$ cat src/rtl/salidas_pkg.sv
// Shared widths and output-operation codes for the UAZ output stage.
package salidas_pkg;

    localparam int unsigned W_DATO = 8;
    localparam int unsigned W_SEL  = 3;
    localparam int unsigned W_REG  = 3;

    localparam logic [W_SEL-1:0] SEL_NOP      = 3'b000;
    localparam logic [W_SEL-1:0] SEL_OUT_REG  = 3'b001;
    localparam logic [W_SEL-1:0] SEL_OUT_IND  = 3'b010;
    localparam logic [W_SEL-1:0] SEL_OUT_DATO = 3'b011;
    localparam logic [W_SEL-1:0] SEL_OUT_RY   = 3'b100;
    localparam logic [W_SEL-1:0] SEL_OUT_DIR  = 3'b101;
    localparam logic [W_SEL-1:0] SEL_CRUZ     = 3'b110;
    localparam logic [W_SEL-1:0] SEL_CLR      = 3'b111;

endpackage

$ cat src/rtl/salidas_reg8.sv
// Bus-width register with asynchronous active-low clear and load enable.
module salidas_reg8
    import salidas_pkg::*;
(
    input  logic              clk,
    input  logic              rst_n,
    input  logic              en_i,
    input  logic [W_DATO-1:0] d_i,
    output logic [W_DATO-1:0] q_o
);

    logic [W_DATO-1:0] q_q;

    always_ff @(posedge clk or negedge rst_n) begin
        if (!rst_n) begin
            q_q <= '0;
        end else if (en_i) begin
            q_q <= d_i;
        end
    end

    assign q_o = q_q;

endmodule

$ cat src/rtl/salidas.sv
// UAZ output stage: drives registered data and address buses from RX/RY per SELEC.
module salidas
    import salidas_pkg::*;
(
    input  logic              CLK,
    input  logic              RST_N,
    input  logic [W_SEL-1:0]  SELEC,
    input  logic [W_DATO-1:0] RX_DATO,
    input  logic [W_REG-1:0]  RY,
    input  logic [W_DATO-1:0] RY_DATO,
    output logic [W_DATO-1:0] DATO_OUT,
    output logic [W_DATO-1:0] DIR_OUT
);

    logic              dato_en_c;
    logic              dir_en_c;
    logic [W_DATO-1:0] dato_d;
    logic [W_DATO-1:0] dir_d;
    logic [W_DATO-1:0] ry_ext_c;

    assign ry_ext_c = W_DATO'(RY);

    // Opcode decode: load enables and next values; disabled register holds.
    always_comb begin
        dato_en_c = 1'b0;
        dir_en_c  = 1'b0;
        dato_d    = '0;
        dir_d     = '0;
        case (SELEC)
            SEL_OUT_REG: begin
                dato_en_c = 1'b1; dato_d = RX_DATO;
                dir_en_c  = 1'b1; dir_d  = ry_ext_c;
            end
            SEL_OUT_IND: begin
                dato_en_c = 1'b1; dato_d = RX_DATO;
                dir_en_c  = 1'b1; dir_d  = RY_DATO;
            end
            SEL_OUT_DATO: begin
                dato_en_c = 1'b1; dato_d = RX_DATO;
            end
            SEL_OUT_RY: begin
                dato_en_c = 1'b1; dato_d = RY_DATO;
                dir_en_c  = 1'b1; dir_d  = ry_ext_c;
            end
            SEL_OUT_DIR: begin
                dir_en_c  = 1'b1; dir_d  = RY_DATO;
            end
            SEL_CRUZ: begin
                dato_en_c = 1'b1; dato_d = RY_DATO;
                dir_en_c  = 1'b1; dir_d  = RX_DATO;
            end
            SEL_CLR: begin
                dato_en_c = 1'b1; dato_d = '0;
                dir_en_c  = 1'b1; dir_d  = '0;
            end
            default: begin
                dato_en_c = 1'b0;
                dir_en_c  = 1'b0;
            end
        endcase
    end

    salidas_reg8 u_dato_reg (
        .clk   (CLK),
        .rst_n (RST_N),
        .en_i  (dato_en_c),
        .d_i   (dato_d),
        .q_o   (DATO_OUT)
    );

    salidas_reg8 u_dir_reg (
        .clk   (CLK),
        .rst_n (RST_N),
        .en_i  (dir_en_c),
        .d_i   (dir_d),
        .q_o   (DIR_OUT)
    );

endmodule

$ cat config.mk
export PLATFORM = sky130hd
export DESIGN_NAME = salidas
export DESIGN_NICKNAME = d
export VERILOG_FILES = /design/src/rtl/salidas_pkg.sv /design/src/rtl/salidas_reg8.sv /design/src/rtl/salidas.sv
export SDC_FILE = /design/constraint.sdc
export NUM_CORES = 1
export LEC_CHECK = 0
export CAP_MARGIN = 20
export CORE_MARGIN = 2
export CORE_UTILIZATION = 40
export CTS_CLUSTER_SIZE = 28
export DETAILED_ROUTE_END_ITERATION = 10
export GPL_ROUTABILITY_DRIVEN = 0
export GPL_TIMING_DRIVEN = 0
export HOLD_SLACK_MARGIN = 0.03
export PLACE_DENSITY_LB_ADDON = 0.1
export SLEW_MARGIN = 10
export SYNTH_ARGS = -nofsm -noshare
export SYNTH_HDL_FRONTEND = slang
export SYNTH_SLANG_ARGS = --single-unit
$ cat constraint.sdc
create_clock -name CLK -period 2.8 [get_ports CLK]
set_input_delay 0.56 -clock CLK [delete_from_list [all_inputs] [get_ports CLK]]
set_output_delay 0.56 -clock CLK [all_outputs]
set_load 0.02 [all_outputs]
Word level (Yosys, flattened, before mapping) --
Index checks and enable logic that the tools add are counted.
Word-level totals: bits of input ports 24, register bits after elaboration 16, logic and storage cells 19
Operators by class: multiplexer cells 4, equality and inequality tests 7, reduce and logical (&&, ||, !) cells 6
Operators with widths (count):
- $pmux W8 S3 | 1
- $pmux W8 S2 | 1
- $eq A3 B3 Y1 const B | 4
- $reduce_or A6 Y1 | 2
- $eq A3 B2 Y1 const B | 2
- $reduce_or A2 Y1 | 3
- $eq A3 B1 Y1 const B | 1
- $reduce_or A3 Y1 | 1
- $mux W1 | 2

Longest topological paths before layout --
Gate-level depths: netlist (run 1).
depth in word-level cells 3, depth in mapped cells 6, gate-level depth less buffers 3

By module --
A second synthesis (run 1) with hierarchy kept.
Second synthesis, totals: cell total of the unflattened synthesis 101, area, all modules 1069.8 um^2
By module, submodules not included:
- salidas_reg8 | cells an instance 17, seq. area each 200.2 um^2, area each 331.6 um^2, instances 2
- salidas | cells an instance 67, seq. area each 0.0 um^2, area each 406.6 um^2, instances 1

Worst setup path after synthesis (run 1) --
Ideal clock, no wire load.
path kind input port to flip-flop, from input SELEC[1], to register u_dir_reg.q_q[0], in the netlist u_dir_reg.q_o[0], setup time 0.131 ns, arrival time 1.254 ns, slack 1.415 ns, data required time 2.669 ns, stages 4, path buffers 1, cells stage by stage buf_6 mux2_1 a211oi_1 o21ai_1
Between the ends: cells in the longest elaborated chain, start to end 3, elaborated cells on any way between the ends 11, classes of those cells eq/ne (6); mux (2); reduce/logical (3)
RTL lines:
- start: declaration | line salidas.sv:7 | input logic [W_SEL-1:0] SELEC,
- $eq A3 B3 Y1 (tied with other cells) | line salidas.sv:29 | case (SELEC)
- $reduce_or A2 Y1 (no line) or $reduce_or A6 Y1 (tied branches)
- $pmux W8 S3 or $mux W1 (tied branches) | line salidas.sv:29
- end signal: assignment | line salidas_reg8.sv:18 | q_q <= d_i;
- end: declaration | line salidas_reg8.sv:12 | logic [W_DATO-1:0] q_q;
Parallel ways exist; a longest one is shown, timed or not. A chain may end at the register's enable or synchronous reset.

Worst setup path after layout (run 1) --
from register u_dato_reg.q_q[5], in the netlist u_dato_reg.q_o[5], to output DATO_OUT[5]
RTL lines:
- start: declaration | line salidas_reg8.sv:12
- start signal: assignment | line salidas_reg8.sv:18
- end: declaration | line salidas.sv:11 | output logic [W_DATO-1:0] DATO_OUT,
No word-level cell between the ends.

==> results of run 1 <==
==> cell type report <==
type | count | share of cell area
Multi-Input combinational cell | 92 | 0.4238
Buffer | 13 | 0.04872
Tap cell | 31 | 0.02398
Sequential cell | 16 | 0.2475
Inverter | 2 | 0.004640
Timing Repair Buffer | 37 | 0.2289
Clock buffer | 4 | 0.02243
==> synthesized netlist by cell type, types with 2 or more instances <==
master | instances | area (sq um)
a211oi_1 | 3 | 22.52
a21oi_1 | 5 | 25.02
a221oi_1 | 16 | 140.1
a22oi_1 | 3 | 22.52
and3b_1 | 10 | 87.58
and4b_1 | 3 | 30.03
buf_2 | 6 | 30.03
buf_4 | 2 | 15.01
buf_6 | 2 | 22.52
clkbuf_1 | 2 | 7.510
dfrtp_1 | 16 | 400.4
mux2_1 | 10 | 112.6
nand2_1 | 8 | 30.03
nor2b_1 | 3 | 18.77
nor3b_1 | 3 | 22.52
nor3b_2 | 2 | 25.02
nor4b_1 | 3 | 26.28
o21ai_1 | 20 | 100.1
==> metrics by stage <==
| step | hold slack [ns] | power, mW | util | cell area [sq um] |
|---|---|---|---|---|
| floorplan | 0.2644 | 0.3955 | - | 1172 |
| global placement | 0.5778 | 0.5074 | 0.5686 | 1582 |
| detailed placement | 0.5994 | 0.5115 | 0.5686 | 1582 |
| CTS | 0.6249 | 0.6756 | 0.5816 | 1618 |
| global route | 0.6544 | 0.7020 | 0.5816 | 1618 |
| finish | 0.6114 | 0.6676 | 0.5816 | 1618 |
==> routing by layer <==
layer,GRT usage,vias up,wire (um)
met5,0,-,0
met2,0.3734,42,1777
met4,0.08306,0,17
li1,-,563,-
met3,0.02679,2,213
met1,0.2907,609,1554
==> where the power goes <==
group | total, mW | switching (mW) | internal, mW
Clock | 0.160 | 0.0804 | 0.0792
Combinational | 0.233 | 0.115 | 0.118
Sequential | 0.275 | 0.0193 | 0.255
Total | 0.668 | 0.215 | 0.453
==> registers in the layout, indices dropped and copies added, names as in the netlist <==
register and count:
u_dir_reg.q_o 8, u_dato_reg.q_o 8
==> kinds of logic (layout without fill, tap and decap cells) <==
group                  after synthesis  after routing  synth area share
AO/OA/AOI/OAI                       48             48            0.2689
AND/OR/NAND/NOR                     33             33            0.2102
multiplexers                        11             11            0.1057
flip-flops                          16             16            0.3415
buffers and inverters               15             56           0.07363
==> final timing paths <==
kind	slack [ns]	end	startpoint	depth (start not counted)
setup / recovery	0.91	DATO_OUT[5]	u_dato_reg.q_o[5]	1
hold / removal	0.61	u_dato_reg.q_o[7]	u_dato_reg.q_o[7]	2
max in group asynchronous	1.56	u_dir_reg.q_o[6]	RST_N	1
hold reg to reg	0.61	u_dato_reg.q_o[7]	u_dato_reg.q_o[7]	2
min in group asynchronous	0.73	u_dato_reg.q_o[2]	RST_N	1
setup reg to reg	1.65	u_dir_reg.q_o[0]	u_dir_reg.q_o[0]	3
==> flow_summary_export.csv, run 1 <==
group,metric,value,unit
sta,tightestPinTransition,0.8211,ns
setup_path,start_kind,"flop",
routing,drc_errors,0,
layout,layout-drive-gt1-share,0.1159,
power_and_ir_drop,power.leakage,0.6556,nW
global_route,global_route.overflow_total,0,
clock_network,ctsHoldBuffers,0,
clock_network,clock_sinks,16,
synth,postSynth.topFlopCell,"dfrtp_1",
clock_network,cts_setup_buffers,0,
floorplan,floorplan.die_area,3380,sq um
layout,mostFrequentLayoutCells,"clkdlybuf4s50_1 (37), o21ai_1 (20), a221oi_1 (16), dfrtp_1 (16)",
clock_network,ctsHtreeMaxLevel,1,
floorplan,core_area,2781,sq um
synth,synth_cells,123,
sta,timing_hold_violations_final,0,
clock_network,tritoncts,"yes",
setup_path,worst-endpoint-arrival,1.33,ns
clock_network,clk_latency,0.29,ns
global_route,grt_pass1_vias,1216,
synth,ys_warn_count,0,
placed_design,dp_slack,0.7242,ns
power_and_ir_drop,cellPowerDensity,412.7,nW/um^2
layout,finish.cell_count_without_fillers,195,
layout,nNetsFinal,189,
sta,max-slew-margin-rel,0.4509,
clock_network,numCtsBuffers,3,
sta,fin_skew,0,ns
sta,setup_violations,0,
setup_path,cp_slowest_stage_delay,0.63,ns
synth,post_synth_num_cell_types,24,
routing,viasPerCell,6.236,
setup_path,path_delay_family,"buffers and inverters",
setup_path,crit_path_max_fanout,3,
floorplan,rows,19,
clock_network,postcts_resize_cnt,0,
synth,share_of_synthesized_flip_flops_with_an_asynchronous_set_or_reset,1.000,
worst_hold_path,hp-class,"flop to flop",
routing,dr.pass1.iters,4,
routing,detail_route.iter0.violations,43,
layout,layout.cells.most_common,"clkdlybuf4s50_1",
floorplan,num_io_pins,40,
sta,slew_limit_fails,0,
synth,synth_sequential_area_ratio,0.3415,
global_route,grt_max_degree,17,
outcome,status,"completed",
placed_design,io_buffer_count,37,
synth,synth_edf_count,0,
layout,num_antenna_cells,0,
synth,ys_seq_elements,16,
power_and_ir_drop,vdd_drop_max,0.2894,mV
setup_path,crit_path_cell_trace,"clkdlybuf4s50_1",
floorplan,initial_utilization,0.4215,
synth,post_synth_instance_area,1172,sq um
routing,ant_nets,0,
sta,totalNegativeSetupSlack,0,ns
sta,layout_setup_ws,0.9103,ns
setup_path,cp_slowest_cell,"clkdlybuf4s50_1",
clock_network,cts.root.buffer_cell,"clkbuf_4",
floorplan,chipWidth,58.14,um
layout,num-fill-cells,276,
synth,syn-mean-instance-area,9.531,sq um
setup_path,critical_path.endpoint_type,"output pin",
floorplan,die_h,58.14,um
clock_network,max-clock-path-buffers,2,
placed_design,dp_hpwl,2509,um
global_route,antenna_found_initial,0,
layout,flow.area_growth_from_synthesis,37.99,%
sta,rsz0062_at_grt,"false",
synth,post_syn_nets,147,
clock_network,clkTransAtPathRegs,0.10,ns
global_route,grt_usage,0.2217,
routing,route.detailed.wl_per_inst,18.27,um
placed_design,place_inst,191,
global_route,grt_pass1_wl,5733,um
setup_path,critPathKind,"flop to output pin",
setup_path,worst_path_required,2.24,ns
sta,final_period_util,0.6749,
setup_path,critical_path.n_buffers_inverters,1,
layout,seq_area,400.4,sq um
run,timing.max_cap.violations,0,
layout,area_of_the_multi_input_gates,685.7,sq um
routing,wl,3562,um
routing,via_count,1216,
sta,max_freq,529.2,MHz
sta,finalWorstPathRequiredPeriod,1.890,ns
No activity file was read; power rests on OpenSTA's default activity.
==> run 2, diff against run 1 <==
==> constraint.sdc (replaced) <==
create_clock -name CLK -period 1.7 [get_ports CLK]
set_input_delay 0.34 -clock CLK [delete_from_list [all_inputs] [get_ports CLK]]
set_output_delay 0.34 -clock CLK [all_outputs]
set_load 0.02 [all_outputs]
==> flow_summary_export.csv, run 2 (synthesized netlist as in run 1, its figures left out) <==
group,metric,value,unit
outcome,status,"completed",
power_and_ir_drop,report.power.total,1.098,mW
placed_design,dp_hpwl,2509,um
sta,tightestPinTransition,0.8211,ns
clock_network,cts.root.buffer_cell,"clkbuf_4",
power_and_ir_drop,vdd_drop_max,0.4768,mV
layout,fin_util,0.5834,
placed_design,io_buffer_count,37,
clock_network,ctsHtreeMaxLevel,1,
clock_network,clock_sinks,16,
global_route,antenna_found_initial,0,
sta,timing_hold_violations_final,0,
power_and_ir_drop,power.leakage,0.6730,nW
layout,num_antenna_cells,0,
setup_path,cp_slowest_stage_delay,0.62,ns
setup_path,worst_path_required,1.36,ns
routing,wl,3560,um
clock_network,postcts_resize_cnt,0,
sta,setup_violations,0,
sta,max_freq,605.2,MHz
floorplan,rows,19,
layout,finish.cell_count_without_fillers,195,
global_route,global_route.overflow_total,0,
clock_network,ctsHoldBuffers,0,
sta,totalNegativeSetupSlack,0,ns
sta,rsz0062_at_grt,"false",
setup_path,start_kind,"flop",
floorplan,chipWidth,58.14,um
floorplan,core_area,2781,sq um
layout,flow.area_growth_from_synthesis,38.42,%
global_route,grt_max_degree,17,
clock_network,cts_setup_buffers,0,
routing,detail_route.iter0.violations,43,
clock_network,max-clock-path-buffers,2,
layout,num-fill-cells,275,
layout,layout.cells.most_common,"clkdlybuf4s50_1",
sta,finalWorstPathRequiredPeriod,1.652,ns
floorplan,num_io_pins,40,
setup_path,critical_path.n_buffers_inverters,1,
layout,nNetsFinal,189,
sta,max-slew-margin-rel,0.4509,
layout,mostFrequentLayoutCells,"clkdlybuf4s50_1 (35), o21ai_1 (20), a221oi_1 (16), dfrtp_1 (16)",
global_route,grt_pass1_vias,1216,
placed_design,place_inst,191,
routing,viasPerCell,6.241,
floorplan,floorplan.die_area,3380,sq um
routing,route.detailed.wl_per_inst,18.26,um
sta,final_period_util,0.9720,
setup_path,crit_path_cell_trace,"clkdlybuf4s50_1",
clock_network,clkTransAtPathRegs,0.10,ns
routing,ant_nets,0,
setup_path,path_delay_family,"buffers and inverters",
run,timing.max_cap.violations,0,
sta,fin_skew,0,ns
clock_network,numCtsBuffers,3,
routing,dr.pass1.iters,4,
setup_path,critical_path.endpoint_type,"output pin",
setup_path,critPathKind,"flop to output pin",
sta,slew_limit_fails,0,
floorplan,initial_utilization,0.4215,
setup_path,worst-endpoint-arrival,1.31,ns
clock_network,clk_latency,0.29,ns
layout,layout-drive-gt1-share,0.1159,
setup_path,crit_path_max_fanout,3,
global_route,grt_usage,0.2217,
floorplan,die_h,58.14,um
routing,via_count,1217,
power_and_ir_drop,cellPowerDensity,676.7,nW/um^2
clock_network,tritoncts,"yes",
worst_hold_path,hp-class,"input port to flop",
global_route,grt_pass1_wl,5733,um
setup_path,cp_slowest_cell,"clkdlybuf4s50_1",
routing,drc_errors,0,
[run 2: layout make-up]
type | count | area [sq um] | area share
Multi-Input combinational cell | 92 | 685.7 | 0.4225
Tap cell | 31 | 38.79 | 0.02390
Sequential cell | 16 | 400.4 | 0.2467
Buffer | 13 | 78.83 | 0.04857
Clock buffer | 4 | 36.28 | 0.02236
Inverter | 2 | 7.507 | 0.004626
Timing Repair Buffer | 37 | 375.4 | 0.2313
[run 2: path summary, 6_finish.rpt]
check | start | to | slack, ns | cells after the start
max | u_dato_reg.q_o[2] | DATO_OUT[2] | 0.05 | 1
min | SELEC[0] | u_dato_reg.q_o[6] | 0.43 | 3
max reg2reg | u_dir_reg.q_o[0] | u_dir_reg.q_o[0] | 0.55 | 3
min reg2reg | u_dato_reg.q_o[7] | u_dato_reg.q_o[7] | 0.61 | 2
max in group asynchronous | RST_N | u_dir_reg.q_o[6] | 0.68 | 1
min in group asynchronous | RST_N | u_dato_reg.q_o[2] | 0.51 | 1
[run 2: per-stage QoR]
stage / setup WS (ns) / cell area [sq um] / hold WS, ns
after detailed placement: -0.1558 / 1582 / 0.5994
after floorplan: 0.5349 / 1172 / 0.04441
after CTS: 0.02530 / 1618 / 0.4197
after global routing: 0.004206 / 1623 / 0.4542
after global placement: -0.1499 / 1582 / 0.5778
final: 0.04758 / 1623 / 0.4298
[run 2: report_power, final]
part	switching, mW	total [mW]	internal [mW]	leakage, nW
combinational	0.190	0.383	0.194	0.457
clock	0.132	0.263	0.130	0.0210
sequential	0.0314	0.452	0.420	0.195
total	0.354	1.10	0.744	0.673
[run 2: layer usage]
layer,wire (um),global-route usage,part of all wire
met4,17,0.08306,0.0048
met5,0,0,0
met2,1777,0.3734,0.50
met3,222,0.02679,0.062
met1,1542,0.2907,0.43
